$ cat src/rtl/ac_motor_pkg.sv
// Shared definitions for the SVM sequencer: vector codes, segment index type,
// counter/sum widths and the dwell-time set record.
package ac_motor_pkg;

    localparam int unsigned T_TAST_MAX = 32767;
    localparam int unsigned CNT_W      = $clog2(T_TAST_MAX + 1);
    localparam int unsigned SUM_W      = CNT_W + 2;

    localparam logic [2:0] V0 = 3'b000;
    localparam logic [2:0] V1 = 3'b100;
    localparam logic [2:0] V2 = 3'b110;
    localparam logic [2:0] V3 = 3'b010;
    localparam logic [2:0] V4 = 3'b011;
    localparam logic [2:0] V5 = 3'b001;
    localparam logic [2:0] V6 = 3'b101;
    localparam logic [2:0] V7 = 3'b111;

    typedef enum logic [2:0] {
        SEG_V0_LEAD,
        SEG_VA_LEAD,
        SEG_VB_LEAD,
        SEG_V7,
        SEG_VB_TRAIL,
        SEG_VA_TRAIL,
        SEG_V0_TRAIL
    } seg_t;

    typedef struct packed {
        logic [2:0]       sector;
        logic [CNT_W-1:0] t0;
        logic [CNT_W-1:0] t1;
        logic [CNT_W-1:0] t2;
        logic [CNT_W-1:0] t7;
    } tset_t;

    localparam tset_t TSET_IDLE = '{sector: 3'd1, t0: '0, t1: '0, t2: '0, t7: '0};

    function automatic logic [SUM_W-1:0] widen(input logic [CNT_W-1:0] x);
        return {2'b00, x};
    endfunction

    function automatic logic [2:0] vec_code(input logic [2:0] idx);
        case (idx)
            3'd0: return V0;
            3'd1: return V1;
            3'd2: return V2;
            3'd3: return V3;
            3'd4: return V4;
            3'd5: return V5;
            3'd6: return V6;
            default: return V7;
        endcase
    endfunction

endpackage

$ cat src/rtl/ac_motor_svm_vector_lut.sv
// Combinational map from (sector, segment) to upper-switch gate pattern.
module ac_motor_svm_vector_lut
    import ac_motor_pkg::*;
(
    input  logic [2:0] sector,
    input  seg_t       seg,
    output logic [2:0] gate
);

    logic [2:0] n_next;
    logic [2:0] va;
    logic [2:0] vb;

    // Even sectors swap the active vectors so every transition flips one leg.
    always_comb begin
        n_next = (sector == 3'd6) ? 3'd1 : sector + 3'd1;
        va     = sector[0] ? sector : n_next;
        vb     = sector[0] ? n_next : sector;
        case (seg)
            SEG_VA_LEAD, SEG_VA_TRAIL: gate = vec_code(va);
            SEG_VB_LEAD, SEG_VB_TRAIL: gate = vec_code(vb);
            SEG_V7:                    gate = V7;
            default:                   gate = V0;
        endcase
    end

endmodule

$ cat src/rtl/ac_motor_svm_sequencer.sv
// Per-period 7-segment SVM sequencer with double-buffered dwell times,
// period counter and SAMPLE strobe.
module ac_motor_svm_sequencer
    import ac_motor_pkg::*;
#(
    parameter int unsigned F_CLK  = 100_000_000,
    parameter int unsigned F_TAST = 5_000,
    parameter int unsigned T_TAST = F_CLK / F_TAST
) (
    input  logic        CLK,
    input  logic        RST_N,
    input  logic        ENABLE,
    input  logic        T_VALID,
    input  logic [14:0] T_0,
    input  logic [14:0] T_1,
    input  logic [14:0] T_2,
    input  logic [14:0] T_7,
    input  logic [2:0]  SECTOR,
    output logic [2:0]  GATE,
    output logic [2:0]  SEG,
    output logic        SAMPLE,
    output logic        ERR
);

    localparam logic [CNT_W-1:0] CNT_LAST = CNT_W'(T_TAST - 1);
    localparam logic [SUM_W-1:0] T_TAST_S = SUM_W'(T_TAST);

    tset_t            in_set, pend, act, sel;
    logic             pend_vld, run, accept, load;
    logic [CNT_W-1:0] cnt, cnt_nxt;
    logic [SUM_W-1:0] sum, ta, tb, cnt_x;
    logic [SUM_W-1:0] b1, b2, b3, b4, b5, b6;
    seg_t             seg_cur;
    logic [2:0]       lut_gate;

    // Boundaries come from the set about to be loaded on the CNT=0 cycle, so the
    // first segment of a new period already uses the new times.
    always_comb begin
        in_set = '{sector: SECTOR, t0: T_0, t1: T_1, t2: T_2, t7: T_7};
        sum    = widen(T_0) + widen(T_1) + widen(T_2) + widen(T_7);
        accept = T_VALID && (SECTOR != 3'd0) && (SECTOR != 3'd7) && (sum <= T_TAST_S);
        load   = run && ENABLE && (cnt == '0);
        sel    = (load && pend_vld) ? pend : act;
        ta     = sel.sector[0] ? widen(sel.t1) : widen(sel.t2);
        tb     = sel.sector[0] ? widen(sel.t2) : widen(sel.t1);
        b1     = widen(sel.t0) >> 1;
        b2     = b1 + (ta >> 1);
        b3     = b2 + (tb >> 1);
        b4     = b3 + widen(sel.t7);
        b5     = b4 + (tb - (tb >> 1));
        b6     = b5 + (ta - (ta >> 1));
        cnt_x  = widen(cnt);
        if      (cnt_x >= b6) seg_cur = SEG_V0_TRAIL;
        else if (cnt_x >= b5) seg_cur = SEG_VA_TRAIL;
        else if (cnt_x >= b4) seg_cur = SEG_VB_TRAIL;
        else if (cnt_x >= b3) seg_cur = SEG_V7;
        else if (cnt_x >= b2) seg_cur = SEG_VB_LEAD;
        else if (cnt_x >= b1) seg_cur = SEG_VA_LEAD;
        else                  seg_cur = SEG_V0_LEAD;
        if (!ENABLE || !run || (cnt == CNT_LAST)) cnt_nxt = '0;
        else                                      cnt_nxt = cnt + CNT_W'(1);
    end

    ac_motor_svm_vector_lut u_lut (
        .sector (sel.sector),
        .seg    (seg_cur),
        .gate   (lut_gate)
    );

    always_ff @(posedge CLK or negedge RST_N) begin
        if (!RST_N) begin
            cnt      <= '0;
            run      <= 1'b0;
            GATE     <= '0;
            SEG      <= '0;
            SAMPLE   <= 1'b0;
            ERR      <= 1'b0;
            pend     <= '0;
            pend_vld <= 1'b0;
            act      <= TSET_IDLE;
        end else begin
            cnt    <= cnt_nxt;
            run    <= ENABLE;
            SAMPLE <= ENABLE && (cnt_nxt == '0);
            GATE   <= (run && ENABLE) ? lut_gate : '0;
            SEG    <= (run && ENABLE) ? seg_cur : SEG_V0_LEAD;
            if (load && pend_vld) begin
                act      <= sel;
                pend_vld <= 1'b0;
            end
            if (accept) begin
                pend     <= in_set;
                pend_vld <= 1'b1;
                ERR      <= 1'b0;
            end else if (T_VALID) begin
                ERR <= 1'b1;
            end
        end
    end

endmodule

$ cat config.mk
export PLATFORM = sky130hd
export DESIGN_NAME = ac_motor_svm_sequencer
export DESIGN_NICKNAME = d
export VERILOG_FILES = /design/src/rtl/ac_motor_pkg.sv /design/src/rtl/ac_motor_svm_vector_lut.sv /design/src/rtl/ac_motor_svm_sequencer.sv
export SDC_FILE = /design/constraint.sdc
export NUM_CORES = 1
export LEC_CHECK = 0
export BUFFER_PORTS_ARGS = -buffer_cell sky130_fd_sc_hd__buf_2
export CAP_MARGIN = 20
export CORE_MARGIN = 1.5
export CORE_UTILIZATION = 45
export DETAILED_ROUTE_END_ITERATION = 12
export SETUP_SLACK_MARGIN = 0.02
export SYNTH_ARGS = -nofsm -noshare
export SYNTH_HDL_FRONTEND = slang
export SYNTH_SLANG_ARGS = --single-unit
$ cat constraint.sdc
create_clock -name CLK -period 13.9 [get_ports CLK]
set_input_delay 1.39 -clock CLK [delete_from_list [all_inputs] [get_ports CLK]]
set_output_delay 1.39 -clock CLK [all_outputs]
set_load 0.02 [all_outputs]
==> reports/metrics.cfg, run 1 <==
[sta]
clock.fmax_mhz=84.5
period_share=0.851
tns_ps=0
worst_pin_slew_ps=957
finalCriticalPeriod_ps=11830
final_max_slew_viol_count=0
clock_skew_ps=9.19
setup_viol_count_final=0
rsz0062_at_grt=false
max_slew_margin=0.362
finalHoldViolCount=0

[worst_setup_path]
worstReg2RegEnd=GATE[1]
critical-path-top-delay-family=compound AO/OA/AOI/OAI gates
start_kind=flip-flop
reg2reg_depth=45
cp_slowest_cell=dfrtp_1
end_kind=flip-flop
cpMostUsedCell=ha_1
crit_required_ps=14240
cp_max_fo=31
cp_slowest_stage_delay_ps=580
crit_buf_inv=2
cp.arrival_ps=12170
reg2reg_slack_ps=2070
crit_type=reg2reg
timing.rr.start=cnt[13]

[synth]
avgSynthCellArea_um2=8.88
ys_types=103
synth_largest_area_cell=dfrtp_1
netlist.area_leader.share=0.235
mappedNetlistArea_mm2=0.0158
synthArstFlopShare=1.00
yosys_most_used_dff=dfrtp_1
synth_area_leaders=dfrtp_1 (23%), ha_1 (16%), nand2_1 (5.2%)
synth_seq_cells=149
ys_warn_count=0
yosysSeqAreaShare=0.236
netlist_instances=1778
syn_nets=2077
synth-edff-count=0

[layout]
design_area_mm2=0.0172
register_area_mm2=0.00373
drive_gt1_frac=0.128
antenna_cells=0
fillCellCount=3378
nNetsFinal=2139
multi_input_area_mm2=0.0113
area_growth_pct=9.14
final_util=0.499
layout_common_cells=nand2_1 (216), ha_1 (196), inv_1 (152)
layout_commonest_cell=nand2_1
layout.cells.non_filler=2307

[route]
post_drt_wl_per_cell_um=18.6
ant_nets=0
drt_pre_antenna_iters=5
met1_length_um=20900
top_layer=met4
met2RoutedLength_um=19600
wl_met3_um=1340
drt_wl_total_um=42800
drtIter0Drc=697
num_vias=13052
viasPerCell=5.66
drc=0

[placement]
place_hpwl_um=35300
dpl_cell_area_mm2=0.0166
numPortBuffers=74
place_inst=2276
place.gp.congestion=0.910

[floorplan]
initial_core_util=0.457
fp.dieH_um=190
rows=68
die_width_um=190
dieArea_mm2=0.0362
io_pins=75
core_mm2=0.0345

[clock_network]
post_cts_buffers=0
cts-resized-gates=0
path_clk_slew_ps=60
cts_tree=built
cts_buffers=17
root_buffer=clkbuf_16
holdBufCountCts=0
clockBufferDepth=2
clk_latency_ps=430
h-tree-depth=4
cts_num_sinks=149

[grt]
grt_usage=0.246
gr-total-overflow=0
grt_pass1_wl_um=69600
grt_pass1_vias=13166
grt_max_degree=76
grt_antenna_before_repair=0

[outcome]
status=finished clean

[min_path]
min_from=act[51]
hold_path.class=reg2reg
min_to=act[51]
holdPathStages=2

[job]
drv_cap=0

-- synth_stat cells, drive strengths merged (11+ instances only) --
library cell / count
nand3: 39
and2: 18
nor4: 11
nand2: 218
nor2b: 24
xor2: 47
a211oi: 16
ha: 196
o211ai: 14
or3: 11
o21bai: 16
nand2b: 21
a21o: 38
mux2: 71
nand4: 14
nor2: 99
dfrtp: 148
buf: 19
mux2i: 46
clkbuf: 20
inv: 153
o31ai: 11
a21oi: 106
nor3: 31
fa: 36
o21a: 46
o21ai: 74
a31oi: 11
xnor2: 84
-- how the worst max path moves through the flow --
stage | start | endpoint | slack (ps) | cells after the start
5_1_grt | cnt[13] | GATE[1] | 1220 | 45
4_1_cts | cnt[13] | GATE[1] | 2150 | 44
6_report | cnt[13] | GATE[1] | 2070 | 45
3_5_place_dp | ENABLE | GATE[1] | 1900 | 45
3_3_place_gp | ENABLE | GATE[1] | 2260 | 43
2_1_floorplan | ENABLE | SEG[2] | 3070 | 44
-- routing by layer --
metal / vias to the layer above / global-route usage
li1: 6449 / -
met1: 6266 / 0.346
met2: 280 / 0.402
met3: 57 / 0.0186
met4: 0 / 0.0769
met5: - / 0
-- metrics by stage --
step           hold slack, ps  setup WS, ps
6_report                  458          2070
4_1_cts                   462          2150
2_1_floorplan             433          3070
3_3_place_gp              442          2260
5_1_grt                   480          1220
3_5_place_dp              449          1900
-- cell families (layout without fill, tap and decap cells) --
kind of cell	count (synthesis)	count (layout)	synth area share
simple gates	528	528	0.162
compound gates	418	418	0.185
fa+ha+maj	236	236	0.204
buf+inv	192	266	0.0477
flops	149	149	0.236
xor+xnor	138	138	0.0861
mux	117	117	0.0801
-- final cells by class --
| type | count | area share |
|---|---|---|
| clock inverters | 8 | 0.00734 |
| flip-flops and latches | 149 | 0.217 |
| clock buffers | 23 | 0.0266 |
| inverters | 153 | 0.0333 |
| repair buffers | 82 | 0.0253 |
| multi-input cells | 1437 | 0.658 |
| well taps | 455 | 0.0330 |
-- sequential cells by signal (all words and copies together), names as in the netlist --
signal,flops
act,62
pend,62
cnt,15
GATE,3
SEG,3
ERR,1
SAMPLE,1
pend_vld,1
run,1
-- worst register-to-register path, delay by kind of cell (launching register included) --
kind / cells / cell delay, ps
mux: 2 / 750
fa+ha+maj: 7 / 2070
buf+inv: 2 / 430
xor+xnor: 4 / 810
simple gates: 13 / 3130
flops: 1 / 580
compound gates: 17 / 3970
Power of run 1 is left out: the tool's default activity adds up to more than one toggle a clock period on the data nets, which glitch-free logic cannot reach.
==> run 2: changes to the inputs <==
- ABC_CLOCK_PERIOD_IN_PS: default -> 13900
- CORE_UTILIZATION: 45 -> 29
==> run 2 against run 1 <==
  * Die area up 54%
  * Hold slack is essentially flat
  * Register-to-register slack improved by 280 ps
  * Cell count increased by 11%
  * Count of clock-buffer cells in the layout fell by 6
  * Sequential share of layout area is 0.44 points lower
  * Design area increased by 2.1%
  * Clock skew rose by 8.1 ps
  * Via count rose by 1.4%
  * First-iteration DRC count grew 1.1%
  * Critical path type unchanged
==> reports/metrics.cfg, run 2 (synthesis results as in run 1) <==
[outcome]
status=finished clean

[route]
num_vias=13231
post_drt_wl_per_cell_um=17.8
drt_pre_antenna_iters=5
viasPerCell=5.18
drt_wl_total_um=45400
ant_nets=0
drc=0
drtIter0Drc=705

[worst_setup_path]
end_kind=flip-flop
crit_type=reg2reg
cp_slowest_cell=dfrtp_1
cpMostUsedCell=ha_1
reg2reg_depth=43
cp_slowest_stage_delay_ps=660
cp.arrival_ps=11870
start_kind=flip-flop
crit_required_ps=14220
cp_max_fo=12

[clock_network]
root_buffer=clkbuf_16
clk_latency_ps=460
cts_tree=built
path_clk_slew_ps=80
holdBufCountCts=0
cts_num_sinks=149
h-tree-depth=4
cts_buffers=17
clockBufferDepth=2
cts-resized-gates=0
post_cts_buffers=0

[layout]
top_regs=act x62, pend x62, cnt x15
fillCellCount=5651
nNetsFinal=2143
antenna_cells=0
design_area_mm2=0.0176
layout_commonest_cell=nand2_1
area_growth_pct=11.4
drive_gt1_frac=0.133
layout_common_cells=nand2_1 (216), ha_1 (196), inv_1 (152)

[sta]
final_max_slew_viol_count=0
worst_pin_slew_ps=845
finalCriticalPeriod_ps=11550
clock_skew_ps=17.3
setup_ws_ps=2350
tns_ps=0
setup_viol_count_final=0
clock.fmax_mhz=86.6
rsz0062_at_grt=false
max_slew_margin=0.437
period_share=0.831
finalHoldViolCount=0
whs_ps=458

[floorplan]
dieArea_mm2=0.0558
io_pins=75
die_width_um=236
initial_core_util=0.293
core_mm2=0.0538
rows=85
fp.dieH_um=236

[min_path]
hold_path.class=reg2reg
holdPathStages=2

[grt]
grt_pass1_vias=13349
grt_antenna_before_repair=0
grt_pass1_wl_um=72200
grt_usage=0.164
grt_max_degree=81
gr-total-overflow=0

[placement]
place_hpwl_um=37100
place.gp.congestion=0.896
post-place-ws_ps=2080
dpl_cell_area_mm2=0.0170
numPortBuffers=74

[job]
drv_cap=0

run 2: changes by cell type in the layout (fill, tap and decap cells not counted), sizes merged:
cell and delta:
buf +4, bufinv -1, clkbuf -6, clkinv -3, clkinvlp +4, inv +7
run 2: final cells by class:
class                           count  area, um^2  share of cell area
Inverter                          153         574              0.0327
Timing Repair Buffer               86         487              0.0277
Multi-Input combinational cell   1437       11300               0.644
Sequential cell                   149        3730               0.212
Clock buffer                       17         425              0.0242
Tap cell                          696         871              0.0495
Clock inverter                     15         166             0.00946
run 2: critical path, delay by kind of cell, from the launching register on:
kind	cells	cell delay (ps)
multiplexers	2	850
flip-flops	1	660
buffers and inverters	1	70
AO/OA/AOI/OAI	17	3940
adder cells (fa/ha/maj)	7	2100
AND/OR/NAND/NOR	12	3120
XOR/XNOR	4	640
run 2: worst paths after layout:
kind / slack (ps) / end / startpoint
hold reg to reg: 460 / act[5] / act[5]
max in group asynchronous: 11840 / act[60] / RST_N
setup / recovery: 2350 / GATE[2] / cnt[13]
hold / removal: 460 / act[5] / act[5]
min in group asynchronous: 930 / pend[57] / RST_N
setup reg to reg: 2350 / GATE[2] / cnt[13]
run 2: layer usage:
metal / routed length [um] / global-route usage / vias up
li1: - / - / 6451
met2: 21600 / 0.281 / 269
met1: 21000 / 0.216 / 6458
met3: 1770 / 0.0174 / 53
met5: 0 / 0 / -
met4: 950 / 0.0519 / 0
run 2: metrics by stage:
| step | cells | util |
|---|---|---|
| 3_3_place_gp | 2520 | 0.315 |
| 6_report | 2553 | 0.327 |
| 2_1_floorplan | 1778 | - |
| 4_1_cts | 2552 | 0.326 |
| 3_5_place_dp | 2520 | 0.315 |
| 5_1_grt | 2553 | 0.327 |
Power of run 2 is left out for the same reason.
==> run 3: changes to the inputs <==
- ABC_CLOCK_PERIOD_IN_PS: 13900 -> 9600
- clock period: 13.9 -> 9.6 ns (I/O delays scaled with it)
==> run 3 against run 2 <==
  * Routed wire length is 3.8% higher
  * Hold slack improved by 2.9 ps
  * Global-route usage grew 0.25 points
  * Count of clock-buffer cells in the layout up 1
  * Critical path depth up 3
  * Highest routed layer unchanged
==> reports/metrics.cfg, run 3 (synthesis results as in run 1) <==
[clock_network]
cts_tree=built
path_clk_slew_ps=70
cts_num_sinks=149
cts_buffers=17
root_buffer=clkbuf_16
clockBufferDepth=2
h-tree-depth=4
clk_latency_ps=460

[worst_setup_path]
cp_slowest_stage_delay_ps=380
cpMostUsedCell=ha_1
cp.arrival_ps=9620
crit_required_ps=9930
cp_slowest_cell=a2111o_1
end_kind=flip-flop
start_kind=primary input
critical-path-top-delay-family=compound AO/OA/AOI/OAI gates
cp_max_fo=5
crit_type=in2reg
crit_buf_inv=7

[floorplan]
initial_core_util=0.293
die_width_um=236
fp.dieH_um=236
io_pins=75
rows=85
core_mm2=0.0538
dieArea_mm2=0.0558

[sta]
finalCriticalPeriod_ps=9290
period_share=0.967
clock.fmax_mhz=108
clock_skew_ps=16.1
max_slew_margin=0.358
finalHoldViolCount=0
final_max_slew_viol_count=0
worst_pin_slew_ps=963
setup_viol_count_final=0

[route]
drt_pre_antenna_iters=5
num_vias=14326
viasPerCell=5.06
post_drt_wl_per_cell_um=16.6
drtIter0Drc=684
ant_nets=0
drt_wl_total_um=47100
drc=0

[placement]
place_hpwl_um=38700
dpl_cell_area_mm2=0.0190
numPortBuffers=74
place.gp.congestion=0.913

[layout]
layout_commonest_cell=buf_4
area_growth_pct=28.7
design_area_mm2=0.0203
layout_common_cells=buf_4 (281), nand2_1 (213), ha_1 (186)
antenna_cells=0
nNetsFinal=2420
top_regs=act x62, pend x62, cnt x15
drive_gt1_frac=0.285
final_util=0.378

[grt]
gr-total-overflow=0
grt_max_degree=76
grt_pass1_wl_um=73900
grt_usage=0.167
grt_antenna_before_repair=0
grt_pass1_vias=14540

[outcome]
status=finished clean

[job]
drv_cap=0

[min_path]
hold_path.class=reg2reg

-- run 3: cell types whose count changed in the layout (fill, tap and decap cells not counted), moves of 5 or more --
cell	delta
mux2i_1	-5
clkinv_4	+5
xnor2_1	-9
a21oi_2	+16
buf_6	+5
ha_1	-10
ha_4	+9
a21oi_1	-17
buf_4	+270
xnor2_2	+7
-- run 3: layout make-up --
type,instances,area [um^2]
inverters,153,574
well taps,696,871
flip-flops and latches,149,3730
fillers,5348,33500
clock buffers,18,429
clock inverters,14,175
repair buffers,363,2600
multi-input cells,1437,11900
-- run 3: metal layers --
metal / vias to the layer above / GRT usage / share of wire
met4: 0 / 0.0540 / 0.022
met1: 6988 / 0.215 / 0.45
met3: 68 / 0.0185 / 0.034
li1: 6997 / - / -
met2: 273 / 0.290 / 0.49
met5: - / 0 / 0
-- run 3: stage by stage --
step | worst slack, ps | std cells | hold slack (ps) | setup TNS [ps]
after floorplan | 68.2 | 1778 | 433 | 0
after global placement | -351 | 2782 | 443 | -1940
after detailed placement | -521 | 2782 | 449 | -2890
after CTS | 30.3 | 2814 | 464 | 0
after global routing | -91.7 | 2830 | 480 | -253
final | 315 | 2830 | 461 | 0
-- run 3: final timing paths --
| check | start | slack, ps | endpoint | depth (start not counted) |
|---|---|---|---|---|
| worst max register to register | cnt[0] | 360 | SEG[2] | 47 |
| worst max-delay path | ENABLE | 310 | SEG[2] | 46 |
| min in group asynchronous | RST_N | 530 | pend[12] | 1 |
| worst min register to register | act[53] | 460 | act[53] | 2 |
| worst min-delay path | act[53] | 460 | act[53] | 2 |
| max in group asynchronous | RST_N | 7600 | cnt[7] | 2 |
-- run 3: what timing repair did --
action | 4_1_cts | 5_1_grt
pin swaps | 0 | 69
resized for setup | 6 | 104
setup buffers | 0 | 16
setup endpoints to repair | 6 | 6
hold buffers | 0 | 0
-- run 3: worst register-to-register path, delay by kind of cell, from the launching register on --
kind                       cells  cell delay (ps)
buffers and inverters          7              860
and+or+nand+nor               14             2160
muxes                          2              450
xor gates and xnor gates       4              640
adders and majority gates      8             2000
AOI/OAI and AO/OA             12             2620
DFF                            1              400
Power of run 3 is left out for the same reason.
